`config.mk`:
```
export PLATFORM = sky130hd
export DESIGN_NAME = dcache_miss_controller
export DESIGN_NICKNAME = d
export VERILOG_FILES = /design/src/rtl/dcache_miss_controller_pkg.sv /design/src/rtl/dcache_miss_controller_refill_counter.sv /design/src/rtl/dcache_miss_controller.sv
export SDC_FILE = /design/constraint.sdc
export NUM_CORES = 1
export LEC_CHECK = 0
export ABC_AREA = 0
export ABC_CLOCK_PERIOD_IN_PS = 3940
export BUFFER_PORTS_ARGS = -buffer_cell sky130_fd_sc_hd__buf_2
export CAP_MARGIN = 30
export CORE_ASPECT_RATIO = 1.25
export CORE_MARGIN = 3
export CORE_UTILIZATION = 40
export DETAILED_ROUTE_END_ITERATION = 10
export PLACE_DENSITY = 0.69
export SLEW_MARGIN = 40
export SYNTH_ARGS = -nofsm -noshare
export SYNTH_HDL_FRONTEND = slang
export SYNTH_SLANG_ARGS = --single-unit
```
`constraint.sdc`:
```
create_clock -name clk -period 3.94 [get_ports clk]
set_input_delay 0.788 -clock clk [delete_from_list [all_inputs] [get_ports clk]]
set_output_delay 0.788 -clock clk [all_outputs]
set_load 0.05 [all_outputs]
```
`src/rtl/dcache_miss_controller_pkg.sv`:
```
// Shared types and address helpers for the data-cache miss controller.
package dcache_ctrl_pkg;

    typedef enum logic [2:0] {
        IDLE        = 3'd0,
        REFILL_REQ  = 3'd1,
        REFILL_WAIT = 3'd2,
        WRITE_THRU  = 3'd3,
        REPLAY      = 3'd4
    } dcache_state_t;

    // Byte-within-word offset of a 32-bit word.
    localparam int unsigned WORD_BYTE_W = 2;

    function automatic int unsigned line_offset_w(input int unsigned words_per_line);
        return $clog2(words_per_line) + WORD_BYTE_W;
    endfunction

    function automatic logic [63:0] line_align(input logic [63:0] addr, input int unsigned off_w);
        return addr & ~((64'd1 << off_w) - 64'd1);
    endfunction

endpackage

```
`src/rtl/dcache_miss_controller_refill_counter.sv`:
```
// Word-in-line counter for cache refills; wraps naturally after the last word.
module refill_counter #(
    parameter int WIDTH = 2
) (
    input  logic             clk,
    input  logic             rst,
    input  logic             clr,
    input  logic             en,
    output logic [WIDTH-1:0] count,
    output logic             last
);

    always_ff @(posedge clk) begin
        if (rst || clr) begin
            count <= '0;
        end else if (en) begin
            count <= count + WIDTH'(1);
        end
    end

    // Line size is a power of two, so the last index is all ones.
    assign last = &count;

endmodule

```
`src/rtl/dcache_miss_controller.sv`:
```
// Memory-stage data-cache sequencer: load-miss line refill, store write-through,
// and a one-cycle replay that lets the held access complete.
module dcache_miss_controller
    import dcache_ctrl_pkg::*;
#(
    parameter int ADDR_WIDTH     = 32,
    parameter int WORDS_PER_LINE = 4,
    parameter int WORD_IDX_WIDTH = $clog2(WORDS_PER_LINE)
) (
    input  logic                      clk,
    input  logic                      rst,
    input  logic                      req_valid,
    input  logic                      req_write,
    input  logic [ADDR_WIDTH-1:0]     req_addr,
    input  logic                      hit,
    output logic                      stall,
    output logic                      mem_rd_req,
    output logic [ADDR_WIDTH-1:0]     mem_rd_addr,
    input  logic                      mem_rd_valid,
    output logic                      refill_we,
    output logic [WORD_IDX_WIDTH-1:0] refill_word,
    output logic                      refill_tag_we,
    output logic                      mem_wr_req,
    input  logic                      mem_wr_ack
);

    localparam int unsigned OFF_W = line_offset_w(WORDS_PER_LINE);

    dcache_state_t             state;
    logic [ADDR_WIDTH-1:0]     line_addr;
    logic [WORD_IDX_WIDTH-1:0] cnt;
    logic                      cnt_last;
    logic                      cnt_clr;
    logic                      cnt_en;
    logic                      load_miss;
    logic                      store;

    assign load_miss = req_valid & ~req_write & ~hit;
    assign store     = req_valid & req_write;
    assign cnt_clr   = (state == REFILL_REQ);
    assign cnt_en    = (state == REFILL_WAIT) & mem_rd_valid;

    refill_counter #(
        .WIDTH (WORD_IDX_WIDTH)
    ) u_refill_counter (
        .clk   (clk),
        .rst   (rst),
        .clr   (cnt_clr),
        .en    (cnt_en),
        .count (cnt),
        .last  (cnt_last)
    );

    always_ff @(posedge clk) begin
        if (rst) begin
            state     <= IDLE;
            line_addr <= '0;
        end else begin
            case (state)
                IDLE: begin
                    if (load_miss) begin
                        line_addr <= ADDR_WIDTH'(line_align(64'(req_addr), OFF_W));
                        state     <= REFILL_REQ;
                    end else if (store) begin
                        state <= WRITE_THRU;
                    end
                end
                REFILL_REQ:  state <= REFILL_WAIT;
                REFILL_WAIT: if (mem_rd_valid && cnt_last) state <= REPLAY;
                WRITE_THRU:  if (mem_wr_ack) state <= REPLAY;
                REPLAY:      state <= IDLE;
                default:     state <= IDLE;
            endcase
        end
    end

    // Outputs are forced low while rst is high so an aborted refill never writes a tag.
    always_comb begin
        stall         = 1'b0;
        mem_rd_req    = 1'b0;
        mem_rd_addr   = '0;
        refill_we     = 1'b0;
        refill_word   = '0;
        refill_tag_we = 1'b0;
        mem_wr_req    = 1'b0;
        if (!rst) begin
            case (state)
                IDLE: stall = load_miss | store;
                REFILL_REQ: begin
                    stall       = 1'b1;
                    mem_rd_req  = 1'b1;
                    mem_rd_addr = line_addr;
                end
                REFILL_WAIT: begin
                    stall         = 1'b1;
                    mem_rd_addr   = line_addr;
                    refill_we     = mem_rd_valid;
                    refill_word   = mem_rd_valid ? cnt : '0;
                    refill_tag_we = mem_rd_valid & cnt_last;
                end
                WRITE_THRU: begin
                    stall      = 1'b1;
                    mem_wr_req = 1'b1;
                end
                default: ;
            endcase
        end
    end

endmodule

```
==> results of run 1 <==
==> per-stage QoR <==
| stage | instance area [um^2] | cells |
|---|---|---|
| 2_1_floorplan | 1870 | 205 |
| 3_3_place_gp | 2190 | 316 |
| 3_5_place_dp | 2210 | 317 |
| 4_1_cts | 2340 | 325 |
| 5_1_grt | 2340 | 325 |
| 6_report | 2340 | 325 |
==> final timing paths <==
kind,depth (start not counted),slack (ns),start,endpoint
hold reg to reg,2,0.47,line_addr[31]$_SDFFE_PP0P_,line_addr[31]$_SDFFE_PP0P_
setup reg to reg,4,1.93,state[0]$_SDFFE_PP0P_,line_addr[29]$_SDFFE_PP0P_
setup / recovery,5,0.97,state[1]$_SDFFE_PP0P_,mem_rd_addr[28]
hold / removal,2,0.47,line_addr[31]$_SDFFE_PP0P_,line_addr[31]$_SDFFE_PP0P_
==> layer usage <==
layer	up-vias	track usage [%]
met2	40	24.4
met1	668	16.3
met3	6	2.98
met4	0	6.29
met5	-	0
li1	776	-
==> power by group <==
part	internal [mW]	leakage, nW	switching (mW)
sequential	0.347	0.268	0.0127
combinational	0.0551	0.702	0.0746
clock	0.251	0.0681	0.127
total	0.653	1.04	0.214
==> layout make-up <==
class / instances / share of cell area [%]
Timing Repair Buffer: 73 / 16.7
Sequential cell: 33 / 28.2
Multi-Input combinational cell: 152 / 46.0
Clock buffer: 5 / 2.94
Clock inverter: 3 / 2.78
Tap cell: 58 / 3.10
Inverter: 1 / 0.160
==> critical path, stage by stage, from the launching register on <==
cell	delay [ns]
dfxtp_1	0.58
xnor2_1	0.14
nor3_2	0.44
buf_4	0.31
and2_1	0.16
buf_2	0.26
==> placed cells by master (no fill, tap or decap), types with 2 or more instances in the layout <==
cell       netlist  final
a211oi_1         2      2
a21oi_1          3      3
and2_1          31     31
buf_2            3     69
buf_4            4      2
bufinv_16        0      2
clkbuf_8         0      5
conb_1           1      4
dfxtp_1         33     33
mux2i_1         29     29
nand2_1          3      3
nand2b_1        60     60
nor2_1           3      3
nor3_1           3      3
nor4bb_1         2      2
==> sequential cells by signal, indices dropped and copies added (netlist names) <==
register,flops
line_addr,28
u_refill_counter.count,2
state,3
==> cell families (layout without fill, tap and decap cells) <==
family | after synthesis | in the layout | share of synthesized area (%)
compound gates | 9 | 9 | 3.44
xor+xnor | 1 | 1 | 0.472
fa+ha+maj | 1 | 1 | 0.675
buf+inv | 20 | 82 | 7.22
flops | 33 | 33 | 35.6
mux | 29 | 29 | 15.7
other cells | 1 | 4 | 0.202
simple gates | 108 | 108 | 36.7
==> qor.csv, run 1 <==
metric,value,unit
Synth Area per Inst,9.18,um^2
Sink Count,33,
peak supply drop,228,uV
Post-synth EDFFs,0,
Yosys top cell by area,dfxtp_1,
Least-Margin Pin Slew,0.557,ns
Root Driver,clkbuf_8,
PD cells,371,nW/um^2
Clock Tree Buf Depth,2,
max-cap violations,0,
post-DP HPWL,2.59,mm
PostCTS Resize Cnt,0,
Hold Fails Final Rpt,0,
Initial DRT Pass Iterations,2,
largest net degree at the start of global routing,67,
Synth Flop Type,dfxtp_1,
period utilization,75.3,%
min cycle time layout,2.97,ns
width of the die,66.9,um
async set or reset register ratio after synthesis,0,%
first-pass GRT wire length,5.94,mm
# hold bufs at CTS,0,
CTS tree,built,
clock transition at the registers of the reported paths,0.07,ns
Final Slew Violations,0,
routed vias/inst,4.58,
WL met3,193,um
Power Total,0.868,mW
nets,306,
Achievable Freq,337,MHz
Placer Congestion,0.715,
layout cells sized above 1,31.5,%
Reg area,661,um^2
post-synth cell types,28,
gr usage total,14.0,%
fin util,52.9,%
clk_lat worst skew,0.28,ns
die footprint,5490,um^2
number of diodes,0,
RSZ-0062 raised after global routing,no,
overall die height,82.1,um
final worst slack,0.975,ns
DR WL met2,1.87,mm
"Seq/Total Area, Yosys",35.6,%
largest cells by area after synthesis,"dfxtp_1 36%, nand2b_1 20%, mux2i_1 16%",
total CTS buffers,5,
Port Buf Inserts,69,
area grow syn2layout,26.2,%
worst hold-check path type,reg2reg,
Fin Hold WS,0.467,ns
Max Used Layer,met4,
Crit Path Max Fanout,18,
Routed WL per cell,11.5,um
post-CTS setup buffer count,0,
area of the multi-input gates,1080,um^2
Crit Path Category,reg2out,
final setup vio count,0,
cell row count,27,
DRT antenna net count,0,
vias in the first global route,1372,
Synth top area share,35.6,%
FILL cells,431,
most frequent cell after synthesis,nand2b_1,
final wirelength,3.74,mm
Ys Warns,0,
Iteration-0 DRC Markers,52,
Post-synth top cells,"60 x nand2b_1, 33 x dfxtp_1, 31 x and2_1, 29 x mux2i_1, 9 x clkbuf_1",
"Req. time, crit path",3.15,ns
Worst Skew,0.00515,ns
Post-Syn Instances,202,
CTS H-Tree Depth,2,
CORE AREA,4430,um^2
DP Worst Slack,0.999,ns
Setup crit end kind,primary output,
#FFs+latches synth,33,
Static Leak,1.04,nW
Metal-1 WL,1.59,mm
DRC,0,
Initial Util,41.9,%
antenna violations before repair,0,
Synth Cell Area,1850,um^2
setup TNS,0,ns
global route total overflow,0,
status,"finished, final reports clean",
DR vias,1490,
crit path DAT,2.18,ns
Startpoint Class,register,
Slew HR,62.7,%
number of I/O pins,78,
Power figures use the tool's default switching activity.
==> run 2, diff against run 1 <==
- ABC_CLOCK_PERIOD_IN_PS: 3940 -> 2700
- PLACE_DENSITY: 0.69 -> 0.71
- clock period: 3.94 -> 2.7 ns (I/O delays scaled with it)
==> qor.csv, run 2 (synthesis gave the netlist of run 1 again) <==
metric,value,unit,change
Hold Fails Final Rpt,0,,unchanged
cell row count,27,,unchanged
period utilization,87.7,%,
DRC,0,,unchanged
post-DP HPWL,2.52,mm,was 2.59 mm
"Req. time, crit path",2.16,ns,was 3.15 ns
Static Leak,1.02,nW,was 1.04 nW
number of I/O pins,78,,unchanged
min cycle time layout,2.37,ns,
max reg flops,28,,unchanged
setup TNS,0,ns,unchanged
PostCTS Resize Cnt,0,,unchanged
post-CTS setup buffer count,0,,unchanged
Setup crit end kind,primary output,,unchanged
crit path DAT,1.83,ns,was 2.18 ns
Achievable Freq,422,MHz,
DRT antenna net count,0,,unchanged
Iteration-0 DRC Markers,41,,was 52
# hold bufs at CTS,0,,unchanged
RSZ-0062 raised after global routing,no,,unchanged
largest net degree at the start of global routing,37,,was 67
clock transition at the registers of the reported paths,0.07,ns,about the same
peak supply drop,297,uV,was 228 uV
total CTS buffers,5,,unchanged
Routed WL per cell,11.0,um,was 11.5 um
Crit Path Category,reg2out,,unchanged
largest registers,"line_addr x28, state x3, u_refill_counter.count x2",,unchanged
most flop-heavy register,line_addr,,unchanged
DR vias,1496,,"was 1,490"
final worst slack,0.331,ns,was 0.975 ns
nets,308,,was 306
CP max-delay cell,dfxtp_1,,unchanged
global route total overflow,0,,unchanged
layout cells sized above 1,32.0,%,was 31.5%
clk_lat worst skew,0.27,ns,was 0.28 ns
Final Slew Violations,0,,unchanged
Crit Path Max Fanout,22,,was 18
Sink Count,33,,unchanged
number of diodes,0,,unchanged
"Design Area, Final",2290,um^2,was 2340 um^2
CP Cell Sequence,xnor2_1 > nor3_2 > buf_4 > and2_1 > buf_2,,unchanged
fin util,51.8,%,was 52.9%
CORE AREA,4430,um^2,unchanged
CTS H-Tree Depth,2,,unchanged
most frequent cells in the layout,"69 x buf_2, 60 x nand2b_1, 33 x dfxtp_1",,unchanged
die footprint,5490,um^2,unchanged
overall die height,82.1,um,unchanged
first-pass GRT wire length,5.94,mm,unchanged
worst hold-check path type,reg2reg,,unchanged
area grow syn2layout,23.6,%,was 26.2%
Power Total,1.07,mW,was 0.868 mW
max-cap violations,0,,unchanged
Startpoint Class,register,,unchanged
Initial Util,41.9,%,unchanged
"slowest stage delay, CP",0.59,ns,was 0.58 ns
routed vias/inst,4.57,,was 4.58
Placer Congestion,0.659,,was 0.715
Root Driver,clkbuf_8,,unchanged
DP Worst Slack,0.600,ns,was 0.999 ns
final setup vio count,0,,unchanged
status,"finished, final reports clean",,unchanged
Initial DRT Pass Iterations,4,,was 2
Clock Tree Buf Depth,2,,unchanged
"most common cell after layout, fill and taps aside",buf_2,,unchanged
CTS tree,built,,unchanged
antenna violations before repair,0,,unchanged
FILL cells,460,,was 431
Port Buf Inserts,69,,unchanged
Placed Area,2210,um^2,about the same
PD cells,465,nW/um^2,was 371 nW/um^2
vias in the first global route,1358,,"was 1,372"
Worst Skew,0.00246,ns,was 0.00515 ns
width of the die,66.9,um,unchanged
gr usage total,13.8,%,was 14.0%
final wirelength,3.59,mm,was 3.74 mm
==> run 2: metal layers <==
metal | part of all wire (%) | global-route usage, % | wire length, um
met2 | 46 | 21.9 | 1630
met5 | 0 | 0 | 0
met4 | 0.56 | 4.26 | 20
met1 | 47 | 18.2 | 1680
met3 | 7.1 | 3.92 | 254
==> run 2: path summary, 6_finish.rpt <==
path / from / cells after the start / to / slack, ns
hold / removal: line_addr[23]$_SDFFE_PP0P_ / 2 / line_addr[23]$_SDFFE_PP0P_ / 0.46
setup reg to reg: state[0]$_SDFFE_PP0P_ / 4 / line_addr[30]$_SDFFE_PP0P_ / 0.89
setup / recovery: state[1]$_SDFFE_PP0P_ / 5 / mem_rd_addr[31] / 0.33
hold reg to reg: line_addr[23]$_SDFFE_PP0P_ / 2 / line_addr[23]$_SDFFE_PP0P_ / 0.46
==> run 2: layout make-up <==
| type | count | area (um^2) | share of cell area [%] |
|---|---|---|---|
| multi-input combinational | 152 | 1080 | 47.2 |
| timing repair buffer | 75 | 390 | 17.0 |
| inverter | 1 | 3.75 | 0.164 |
| clock buffer | 6 | 72.6 | 3.17 |
| sequential | 33 | 661 | 28.8 |
| tap | 58 | 72.6 | 3.17 |
| clock inverter | 2 | 10.0 | 0.437 |
==> run 2: power by group <==
| part | switching, mW | total (mW) | internal [mW] |
|---|---|---|---|
| Combinational | 0.109 | 0.191 | 0.0814 |
| Sequential | 0.0189 | 0.525 | 0.506 |
| Clock | 0.171 | 0.349 | 0.178 |
==> run 2: worst max-delay path, delay by kind of cell (launching register included) <==
kind | cells | cell delay (ns)
xor+xnor | 1 | 0.15
simple gates | 2 | 0.31
buf+inv | 2 | 0.51
flops | 1 | 0.59
==> run 2: per-stage QoR <==
| step | hold slack [ns] | cells |
|---|---|---|
| after global placement | 0.454 | 319 |
| final | 0.465 | 327 |
| after detailed placement | 0.458 | 319 |
| after global routing | 0.488 | 327 |
| after floorplan | 0.444 | 205 |
| after CTS | 0.471 | 327 |
